===== src/rtl/jt7759_romarb.sv =====
`timescale 1ns/1ps
// Shares one ADPCM sample ROM between two channels, each with a one-byte address/data hold.
// Latency: a hold hit is combinational; a miss takes >= 3 cycles (grant, settle, capture).
// Backpressure: a channel sees chN_ok low until its byte arrives; rom_cs stays up until rom_ok.
module jt7759_romarb #(
   parameter int AW = 17
) (
   input  logic          clk,
   input  logic          rst,
   input  logic          flush,
   input  logic          ch0_cs,
   input  logic [AW-1:0] ch0_addr,
   output logic [7:0]    ch0_data,
   output logic          ch0_ok,
   input  logic          ch1_cs,
   input  logic [AW-1:0] ch1_addr,
   output logic [7:0]    ch1_data,
   output logic          ch1_ok,
   output logic          rom_cs,
   output logic [AW:0]   rom_addr,
   input  logic [7:0]    rom_data,
   input  logic          rom_ok
);

   typedef enum logic [2:0] {
      IDLE   = 3'b001,
      SETTLE = 3'b010,
      WAIT   = 3'b100
   } st_t;

   st_t           st_q, st_d;
   logic          rom_cs_q, rom_cs_d;
   logic [AW:0]   rom_addr_q, rom_addr_d;
   logic          gnt_q, gnt_d;
   logic          last_q, last_d;
   logic          drop_q, drop_d;
   logic [7:0]    data0_q, data0_d, data1_q, data1_d;
   logic [AW-1:0] addr0_q, addr0_d, addr1_q, addr1_d;
   logic          valid0_q, valid0_d, valid1_q, valid1_d;

   logic          hit0, hit1, pend0, pend1, sel;

   // A channel is served from its hold entry when the stored address matches.
   assign hit0  = valid0_q && (ch0_addr == addr0_q);
   assign hit1  = valid1_q && (ch1_addr == addr1_q);
   assign pend0 = ch0_cs && !hit0;
   assign pend1 = ch1_cs && !hit1;

   assign ch0_ok   = ch0_cs && hit0;
   assign ch1_ok   = ch1_cs && hit1;
   assign ch0_data = data0_q;
   assign ch1_data = data1_q;
   assign rom_cs   = rom_cs_q;
   assign rom_addr = rom_addr_q;

   // Next-state: round-robin grant in IDLE, one dead cycle in SETTLE, capture in WAIT.
   always_comb begin
      st_d       = st_q;
      rom_cs_d   = rom_cs_q;
      rom_addr_d = rom_addr_q;
      gnt_d      = gnt_q;
      last_d     = last_q;
      drop_d     = drop_q;
      data0_d    = data0_q;
      data1_d    = data1_q;
      addr0_d    = addr0_q;
      addr1_d    = addr1_q;
      valid0_d   = valid0_q;
      valid1_d   = valid1_q;
      sel        = 1'b0;

      // A bank swap invalidates both holds; a capture below may still override
      // its own entry, but only ever to 0 while flush is high.
      if (flush) begin
         valid0_d = 1'b0;
         valid1_d = 1'b0;
      end

      case (st_q)
         IDLE: begin
            if (pend0 || pend1) begin
               sel        = (pend0 && pend1) ? ~last_q : pend1;
               rom_cs_d   = 1'b1;
               rom_addr_d = {sel, (sel ? ch1_addr : ch0_addr)};
               gnt_d      = sel;
               drop_d     = 1'b0;
               st_d       = SETTLE;
            end
         end
         SETTLE: begin
            // rom_ok here still refers to the previous address, so it is ignored.
            if (flush) drop_d = 1'b1;
            st_d = WAIT;
         end
         WAIT: begin
            if (flush) drop_d = 1'b1;
            if (rom_ok) begin
               // Store against the latched address, not the live one, so a
               // channel that moved on simply misses again afterwards.
               if (gnt_q) begin
                  data1_d  = rom_data;
                  addr1_d  = rom_addr_q[AW-1:0];
                  valid1_d = ~(drop_q | flush);
               end else begin
                  data0_d  = rom_data;
                  addr0_d  = rom_addr_q[AW-1:0];
                  valid0_d = ~(drop_q | flush);
               end
               rom_cs_d = 1'b0;
               last_d   = gnt_q;
               drop_d   = 1'b0;
               st_d     = IDLE;
            end
         end
         default: begin
            rom_cs_d = 1'b0;
            drop_d   = 1'b0;
            st_d     = IDLE;
         end
      endcase
   end

   // State registers; reset aborts any access and makes channel 0 win the first tie.
   always_ff @(posedge clk) begin
      if (rst) begin
         st_q       <= IDLE;
         rom_cs_q   <= 1'b0;
         rom_addr_q <= '0;
         gnt_q      <= 1'b0;
         last_q     <= 1'b1;
         drop_q     <= 1'b0;
         data0_q    <= '0;
         data1_q    <= '0;
         addr0_q    <= '0;
         addr1_q    <= '0;
         valid0_q   <= 1'b0;
         valid1_q   <= 1'b0;
      end else begin
         st_q       <= st_d;
         rom_cs_q   <= rom_cs_d;
         rom_addr_q <= rom_addr_d;
         gnt_q      <= gnt_d;
         last_q     <= last_d;
         drop_q     <= drop_d;
         data0_q    <= data0_d;
         data1_q    <= data1_d;
         addr0_q    <= addr0_d;
         addr1_q    <= addr1_d;
         valid0_q   <= valid0_d;
         valid1_q   <= valid1_d;
      end
   end

endmodule


===== config.mk =====
export PLATFORM = sky130hd
export DESIGN_NAME = jt7759_romarb
export DESIGN_NICKNAME = d
export VERILOG_FILES = /design/src/rtl/jt7759_romarb.sv
export SDC_FILE = /design/constraint.sdc
export NUM_CORES = 1
export LEC_CHECK = 0
export BUFFER_PORTS_ARGS = -buffer_cell sky130_fd_sc_hd__buf_2
export CAP_MARGIN = 20
export CORE_MARGIN = 8
export CORE_UTILIZATION = 38
export DETAILED_ROUTE_END_ITERATION = 6
export PLACE_DENSITY = 0.59
export SYNTH_ARGS = -nofsm -noshare
export SYNTH_HDL_FRONTEND = slang
export SYNTH_SLANG_ARGS = --single-unit

===== constraint.sdc =====
create_clock -name clk -period 2.2 [get_ports clk]
set_input_delay 0.11 -clock clk [delete_from_list [all_inputs] [get_ports clk]]
set_output_delay 0.11 -clock clk [all_outputs]
set_load 0.1 [all_outputs]

==> impl_results.md, run 1 <==
- CTS Sinks: 76
- Cells after synthesis: 425
- # Max-Cap Violations: 0
- GRT Total Usage: 17.4%
- Crit share post-route: 91.6%
- Drt pass-1 iters: 4
- Die Height: 112 µm
- Clk_lat worst skew: 350 ps
- Initial antenna violation count: 0
- Layout cells sized above 1: 25.5%
- Grt total ovfl: 0
- Vias in the first global route: 3,289
- Synthesized net count: 473
- Total Nets Final: 568
- Routability-driven placement congestion ratio: 0.846
- Post-synth cell types: 36
- Crit path arrival time: 1900 ps
- Maximum fanout along the worst path: 4
- Hpwl dp: 8140 µm
- Req. time, crit path: 2090 ps
- DR WL met3: 603 µm
- Seq cells post-synth: 76
- Vias per cell: 5.23
- Ys flop type: dfxtp_1
- Slew HR: 66.9%
- Pre-CTS WS: 237 ps
- Power per cell area: 808 nW/µm²
- Fmax: 496 MHz
- EDFF count, synth: 0
- Ys async rst share: 0%
- Io pins: 85
- Final Setup Violations: 0
- Syn avg cell area: 8.26 µm²
- CP Class: flop to output pin
- DIE WIDTH: 112 µm
- Element type at the critical path start: flop
- Outcome: finished, final reports clean
- CP endpoint kind: output pin
- Min Clock Period, post-route: 2010 ps
- Ys Warns: 0
- Cells after DPL: 611
- P_leak: 1.80 nW
- DR top layer: met4
- Worst-margin pin slew: 491 ps
- Hold Crit Class: input pin to flop
- Hold Fails Final Rpt: 0
- Num rows: 35
- Clock-pin transition on the worst setup and hold timing paths: 90 ps
- Fin Setup TNS: 0 ps
- Area of the core: 9110 µm²
- Vias: 3,325
- N_diodes: 0
- Die footprint: 12,600 µm²
- Largest vdd supply drop: 0.355 mV
- First-pass GRT wire length: 17,500 µm
- Area grow syn2layout: 25.8%
- CTS Buf Count: 9
- Fillers: 943
- Seq/Total Area, Yosys: 43.4%
- Post-Layout Cell Count: 636
- Starting DRT DRC Count: 226
- Longest Clk Path Bufs: 2
- Initial Utilization: 38.5%
- WL per Instance: 17.0 µm
- Worst Clk Skew: 11.3 ps
- Slew Limit Fails: 0
- DRC viols: 0
- Wl on met1: 4620 µm
- Met2 wire len: 5380 µm
- TritonCTS clock tree: yes
- Htree depth: 3
- Root Buffer: clkbuf_8
- DRT antenna net count: 0
- IO Port Bufs: 84
- Largest net degree at the start of global routing: 33
- Unrepaired setup endpoints after global routing: no
- Setup ws final: 186 ps
- Total Wirelength: 10,800 µm
- Post-Synthesis Cell Area: 3510 µm²
[worst max-delay path: stages, from the launching register on]
cell	delay [ps]
dfxtp_1	330
xor2_1	190
nor4b_1	320
and3_1	270
and3_1	220
buf_6	240
[logic make-up (layout without fill, tap and decap cells)]
family | count (synthesis) | count (layout) | synth area share, %
buffers and inverters | 31 | 131 | 4.31
xor gates and xnor gates | 34 | 34 | 8.48
AOI/OAI and AO/OA | 100 | 100 | 19.6
DFF | 76 | 76 | 43.4
and+or+nand+nor | 184 | 184 | 24.2
[per-layer routing]
layer / vias to the layer above / track usage, %
met5: - / 0
met2: 93 / 29.3
li1: 1678 / -
met3: 20 / 3.54
met1: 1534 / 20.9
met4: 0 / 8.09
[area by class of cell]
| class | count | area [µm²] | area share, % |
|---|---|---|---|
| clock inverter | 5 | 82.6 | 1.87 |
| clock buffer | 11 | 141 | 3.20 |
| tap | 111 | 139 | 3.15 |
| timing repair buffer | 111 | 667 | 15.1 |
| inverter | 4 | 15.0 | 0.340 |
| multi-input combinational | 318 | 1850 | 41.9 |
| sequential | 76 | 1520 | 34.5 |
[report_power, final]
part,internal (mW),switching (mW),leakage (nW),total [mW]
sequential,1.43,0.0728,0.617,1.51
combinational,0.211,0.629,1.07,0.841
clock,0.677,0.545,0.114,1.22
[final timing paths]
kind               startpoint           end  slack (ps)  cells past startpoint
setup / recovery  addr0_q[11]        ch0_ok         190                      5
hold / removal    ch1_addr[3]   rom_addr[3]          60                      3
setup reg to reg  addr1_q[12]  rom_addr[17]         230                      7
hold reg to reg   ch0_data[4]   ch0_data[4]         450                      2
[metrics by stage]
step | utilization [%] | area [µm²] | power (mW) | hold WS (ps)
6_report | 48.5 | 4420 | 3.57 | 56.8
5_1_grt | 48.5 | 4420 | 3.71 | 58.4
4_1_cts | 48.3 | 4400 | 3.59 | 47.8
3_5_place_dp | 44.8 | 4090 | 2.36 | 321
3_3_place_gp | 44.8 | 4090 | 2.36 | 313
2_1_floorplan | - | 3510 | 2.15 | 189
[Yosys cell counts, drive strengths merged, types with 2 or more instances]
library cell,count,area [µm²]
a41oi,2,55.1
and3,8,50.1
clkbuf,18,68.8
nor4,12,81.3
nor3,20,100
nor4b,4,41.3
a311oi,17,199
nor2,6,22.5
dfxtp,76,1520
o21ai,18,90.1
buf,9,67.6
nand4,2,12.5
xor2,30,263
nor3b,3,22.5
xnor2,4,35.0
inv,4,15.0
a21oi,55,279
nor2b,3,18.8
o21bai,2,15.0
a21boi,2,15.0
nand2,105,394
nand3,19,95.1
[layout by cell type, fill, tap and decap left out, types with 8 or more instances in the layout]
cell type / count
clkbuf_8: 10
nor3_1: 20
xor2_1: 30
a311oi_1: 9
nand2_1: 105
buf_2: 82
buf_4: 18
dlygate4sd3_1: 9
and3_1: 8
nand3_1: 19
dfxtp_1: 76
o21ai_0: 18
a21oi_1: 54
nor4_1: 11
a311oi_2: 8
[state kept, by name, summed over array words and instances (netlist names)]
signal    cells
rom_addr     18
addr0_q      17
addr1_q      17
ch0_data      8
ch1_data      8
st_q          3
drop_q        1
last_q        1
rom_cs        1
valid0_q      1
valid1_q      1
[repair_timing]
item / 4_1_cts / 5_1_grt
resized for setup: 0 / 6
hold buffers: 9 / 0
endpoints found under the setup margin: 0 / 3
endpoints found under the hold margin: 15 / 0
buffers inserted: 0 / 0
No activity file was read; power rests on OpenSTA's default activity.
==> run 2, diff against run 1 <==
CORE_UTILIZATION = 50   (was 38)
HOLD_SLACK_MARGIN = 0.02   (was default)
PLACE_DENSITY = 0.74   (was 0.59)
RECOVER_POWER = 50   (was default)
==> impl_results.md, run 2 (synthesis results as in run 1) <==
- Initial antenna violation count: 0 (unchanged)
- Setup bufs post-CTS: 0 (unchanged)
- Root Buffer: clkbuf_8 (unchanged)
- Hold Crit Start: ch1_addr[0] (was ch1_addr[3])
- Outcome: finished, final reports clean (unchanged)
- Clock-pin transition on the worst setup and hold timing paths: 80 ps (was 90 ps)
- CTS Buf Count: 9 (unchanged)
- Routability-driven placement congestion ratio: 0.887 (was 0.846)
- Worst R2R End: rom_addr[12] (was rom_addr[17])
- Area taken by multi-input logic gates: 1840 µm² (was 1850 µm²)
- GRT Total Usage: 20.9% (was 17.4%)
- RR Startpoint: addr0_q[5] (was addr1_q[12])
- Crit share post-route: 93.2% (was 91.6%)
- Fmax: 488 MHz (was 496 MHz)
- Initial Utilization: 51.7% (was 38.5%)
- Req. time, crit path: 2090 ps (about the same)
- Maximum fanout along the worst path: 4 (unchanged)
- IO Port Bufs: 84 (unchanged)
- Clk_lat worst skew: 340 ps (was 350 ps)
- WL per Instance: 16.6 µm (was 17.0 µm)
- Die footprint: 9960 µm² (was 12,600 µm²)
- DRC viols: 0 (unchanged)
- CP Class: flop to output pin (unchanged)
- Worst R2R Path Depth: 7 (unchanged)
- First-pass GRT wire length: 16,700 µm (was 17,500 µm)
- DIE WIDTH: 99.8 µm (was 112 µm)
- Worst Clk Skew: 10.4 ps (was 11.3 ps)
- Vias per cell: 5.48 (was 5.23)
- Largest vdd supply drop: 0.569 mV (was 0.355 mV)
- Overall Power: 3.40 mW (was 3.57 mW)
- Fin util: 63.0% (was 48.5%)
- TritonCTS clock tree: yes (unchanged)
- Fin Setup TNS: 0 ps (unchanged)
- Grt total ovfl: 0 (unchanged)
- Num rows: 30 (was 35)
- Most frequent cells in the layout: nand2_1, dfxtp_1, a21oi_1 (was nand2_1, buf_2, dfxtp_1)
- Layout cells sized above 1: 17.6% (was 25.5%)
- Area of the core: 6790 µm² (was 9110 µm²)
- Critical path origin: addr0_q[5] (was addr0_q[11])
- Longest Clk Path Bufs: 2 (unchanged)
- Die Height: 99.8 µm (was 112 µm)
- Vias: 3,392 (was 3,325)
- CTS Sinks: 76 (unchanged)
- Fillers: 614 (was 943)
- Slew HR: 20.3% (was 66.9%)
- Slew Limit Fails: 0 (unchanged)
- Commonest non-fill, non-tap cell in the layout: nand2_1 (unchanged)
- Drt pass-1 iters: 5 (was 4)
- Flip-flop count of the largest register after layout: 18 (unchanged)
- FF+latch area: 1520 µm² (unchanged)
- Area grow syn2layout: 22.0% (was 25.8%)
- Hpwl dp: 7620 µm (was 8140 µm)
- Starting DRT DRC Count: 203 (was 226)
- Total Wirelength: 10,300 µm (was 10,800 µm)
- Hold Crit Class: input pin to flop (unchanged)
- P_leak: 1.62 nW (was 1.80 nW)
- Largest net degree at the start of global routing: 32 (was 33)
- Power per cell area: 794 nW/µm² (was 808 nW/µm²)
- DRT antenna net count: 0 (unchanged)
- Htree depth: 3 (unchanged)
- N_diodes: 0 (unchanged)
- # Max-Cap Violations: 0 (unchanged)
- Final Setup Violations: 0 (unchanged)
- Setup crit end: ch0_ok (unchanged)
- CP endpoint kind: output pin (unchanged)
- Io pins: 85 (unchanged)
- Unrepaired setup endpoints after global routing: no (unchanged)
- Vias in the first global route: 3,369 (was 3,289)
- Crit path arrival time: 1940 ps (was 1900 ps)
- Element type at the critical path start: flop (unchanged)
- Worst-margin pin slew: 1200 ps (was 491 ps)
- Total Nets Final: 566 (was 568)
- Hold Fails Final Rpt: 0 (unchanged)
- R2R Setup Slk: 210 ps (was 230 ps)
- Min Clock Period, post-route: 2050 ps (was 2010 ps)
## run 2: cell types whose count changed in the layout (fill, tap and decap cells not counted), sizes merged
cell,delta
clkinvlp,+1
clkbuf,+40
bufinv,-1
clkinv,+1
inv,-1
buf,-42
## run 2: report_power, final
part           total (mW)  internal, mW  switching [mW]  leakage (nW)
combinational       0.815         0.188           0.627         0.902
sequential           1.51          1.43          0.0723         0.617
clock                1.08         0.560           0.517        0.0999
## run 2: routing by layer
layer,wire (µm),share of wire [%],track usage (%),vias to the layer above
li1,-,-,-,1671
met1,4320,42,24.9,1550
met2,5000,49,35.2,142
met3,629,6.1,3.39,29
met4,323,3.1,11.1,0
met5,0,0,0,-
## run 2: worst min path at each step
stage	end	slack [ps]	depth (start not counted)
floorplan	valid0_q	190	1
global placement	valid0_q	320	2
detailed placement	valid0_q	320	2
CTS	rom_addr[3]	60	3
global route	rom_addr[5]	70	3
finish	rom_addr[0]	70	3
## run 2: worst max-delay path, stage by stage, from the launching register on
cell	delay [ps]
dfxtp_1	340
xnor2_2	240
nor4b_1	260
and3_1	280
and3_1	180
buf_4	290
## run 2: final cells by class
type,count,area share [%]
multi-input combinational,318,43.1
clock inverter,5,1.40
inverter,4,0.351
timing repair buffer,109,13.5
clock buffer,11,3.30
tap,96,2.81
sequential,76,35.5
## run 2: repair_timing
item | in CTS | in global routing
endpoints found under the setup margin | 1 | 5
endpoints found under the hold margin | 17 | 0
resized for setup | 1 | 2
hold buffers | 9 | 0
## run 2: metrics by stage
step | cells | hold WS (ps) | setup slack, ps | area [µm²]
after floorplan | 425 | 189 | 271 | 3510
after global placement | 594 | 321 | 192 | 4030
after detailed placement | 594 | 320 | 183 | 4030
after CTS | 619 | 55.5 | 48.7 | 4330
after global routing | 619 | 67.1 | 37.1 | 4280
final | 619 | 66.1 | 150 | 4280
==> run 3, diff against run 2 <==
PLACE_DENSITY = 0.78   (was 0.74)
==> impl_results.md, run 3 (synthesis results as in run 1) <==
- Largest vdd supply drop: 0.393 mV (was 0.569 mV)
- Critical path origin: addr1_q[1] (was addr0_q[5])
- TritonCTS clock tree: yes (unchanged)
- Flip-flop count of the largest register after layout: 18 (unchanged)
- CP Class: flop to output pin (unchanged)
- # Max-Cap Violations: 0 (unchanged)
- Maximum fanout along the worst path: 3 (was 4)
- Worst Clk Skew: 8.02 ps (was 10.4 ps)
- Starting DRT DRC Count: 248 (was 203)
- Vias per cell: 5.62 (was 5.48)
- Area grow syn2layout: 22.4% (was 22.0%)
- Crit path arrival time: 1990 ps (was 1940 ps)
- Clock-pin transition on the worst setup and hold timing paths: 80 ps (about the same)
- Clk_lat worst skew: 370 ps (was 340 ps)
- Hold Crit Start: ch1_addr[3] (was ch1_addr[0])
- IO Port Bufs: 84 (unchanged)
- Io pins: 85 (unchanged)
- Root Buffer: clkbuf_8 (unchanged)
- Overall Power: 3.53 mW (was 3.40 mW)
- Htree depth: 3 (unchanged)
- Crit share post-route: 95.3% (was 93.2%)
- Outcome: finished, final reports clean (unchanged)
- CTS Buf Count: 9 (unchanged)
- Hold Fails Final Rpt: 0 (unchanged)
- DIE WIDTH: 99.8 µm (unchanged)
- GRT Total Usage: 21.2% (was 20.9%)
- N_diodes: 0 (unchanged)
- Req. time, crit path: 2090 ps (about the same)
- Power per cell area: 822 nW/µm² (was 794 nW/µm²)
- DRC viols: 0 (unchanged)
- First-pass GRT wire length: 16,900 µm (was 16,700 µm)
- Vias: 3,474 (was 3,392)
- Setup bufs post-CTS: 0 (unchanged)
- Most frequent cells in the layout: nand2_1, dfxtp_1, a21oi_1 (unchanged)
- Fin util: 63.2% (was 63.0%)
- Drt pass-1 iters: 6 (was 5)
- Initial antenna violation count: 0 (unchanged)
- Total Wirelength: 10,500 µm (was 10,300 µm)
- Routability-driven placement congestion ratio: 0.866 (was 0.887)
- Fin Setup TNS: 0 ps (unchanged)
- Grt total ovfl: 0 (unchanged)
- Die Height: 99.8 µm (unchanged)
- RR Startpoint: addr0_q[16] (was addr0_q[5])
- CP endpoint kind: output pin (unchanged)
- Die footprint: 9960 µm² (unchanged)
- Slew HR: 19.8% (was 20.3%)
- Initial Utilization: 51.7% (unchanged)
- Hpwl dp: 7620 µm (about the same)
- Vias in the first global route: 3,410 (was 3,369)
- WL per Instance: 17.0 µm (was 16.6 µm)
- Cells after DPL: 593 (was 594)
- P_leak: 1.63 nW (was 1.62 nW)
- Longest Clk Path Bufs: 2 (unchanged)
- Fmax: 477 MHz (was 488 MHz)
- Largest net degree at the start of global routing: 35 (was 32)
- Area of the core: 6790 µm² (unchanged)
- Post-Layout Cell Count: 618 (was 619)
- Hold Crit Class: input pin to flop (unchanged)
- Num rows: 30 (unchanged)
- Total Nets Final: 565 (was 566)
- Min Clock Period, post-route: 2100 ps (was 2050 ps)
- Commonest non-fill, non-tap cell in the layout: nand2_1 (unchanged)
- Final Setup Violations: 0 (unchanged)
- Layout cells sized above 1: 17.8% (was 17.6%)
- Worst-margin pin slew: 1210 ps (was 1200 ps)
- DRT antenna net count: 0 (unchanged)
- CTS Sinks: 76 (unchanged)
- Slew Limit Fails: 0 (unchanged)
- Element type at the critical path start: flop (unchanged)
## run 3: timing repair
item / in CTS / in global routing
hold buffers: 9 / 0
endpoints found under the hold margin: 18 / 0
setup endpoints to repair: 1 / 3
resized for setup: 1 / 2
## run 3: power by group
group          internal, mW  switching (mW)  total [mW]
logic                 0.187           0.632       0.819
registers              1.43          0.0717        1.50
clock network         0.644           0.561        1.21
total                  2.26            1.26        3.53
## run 3: worst max-delay path, stage by stage, from the launching register on
cell,delay (ps)
dfxtp_1,330
xnor2_1,290
nor4b_1,260
and3_1,250
and3_1,170
clkbuf_4,330
## run 3: stage by stage
stage	setup slack (ps)	hold slack (ps)	cell area, µm²
6_report	104	50.9	4300
5_1_grt	-14.2	48.2	4300
4_1_cts	38.1	50.7	4340
3_5_place_dp	213	329	4030
3_3_place_gp	298	330	4030
2_1_floorplan	271	189	3510
## run 3: final timing paths
kind | endpoint | slack (ps) | depth (start not counted)
hold / removal | rom_addr[3] | 50 | 3
setup reg to reg | rom_addr[8] | 150 | 6
hold reg to reg | ch0_data[5] | 460 | 2
setup / recovery | ch1_ok | 100 | 5
## run 3: per-layer routing
layer	global-route usage (%)	routed length (µm)	part of all wire, %	vias up
met5	0	0	0	-
met4	8.50	276	2.6	0
met3	4.64	642	6.1	28
met2	37.1	5270	50	136
met1	24.4	4310	41	1642
li1	-	-	-	1668
## run 3: cell type report
type                    instances  area, µm²
fillers                       619       2500
multi-input cells             318       1840
flip-flops and latches         76       1520
repair buffers                108        572
clock buffers                   9        124
well taps                      96        120
clock inverters                 7       98.8
inverters                       4       15.0
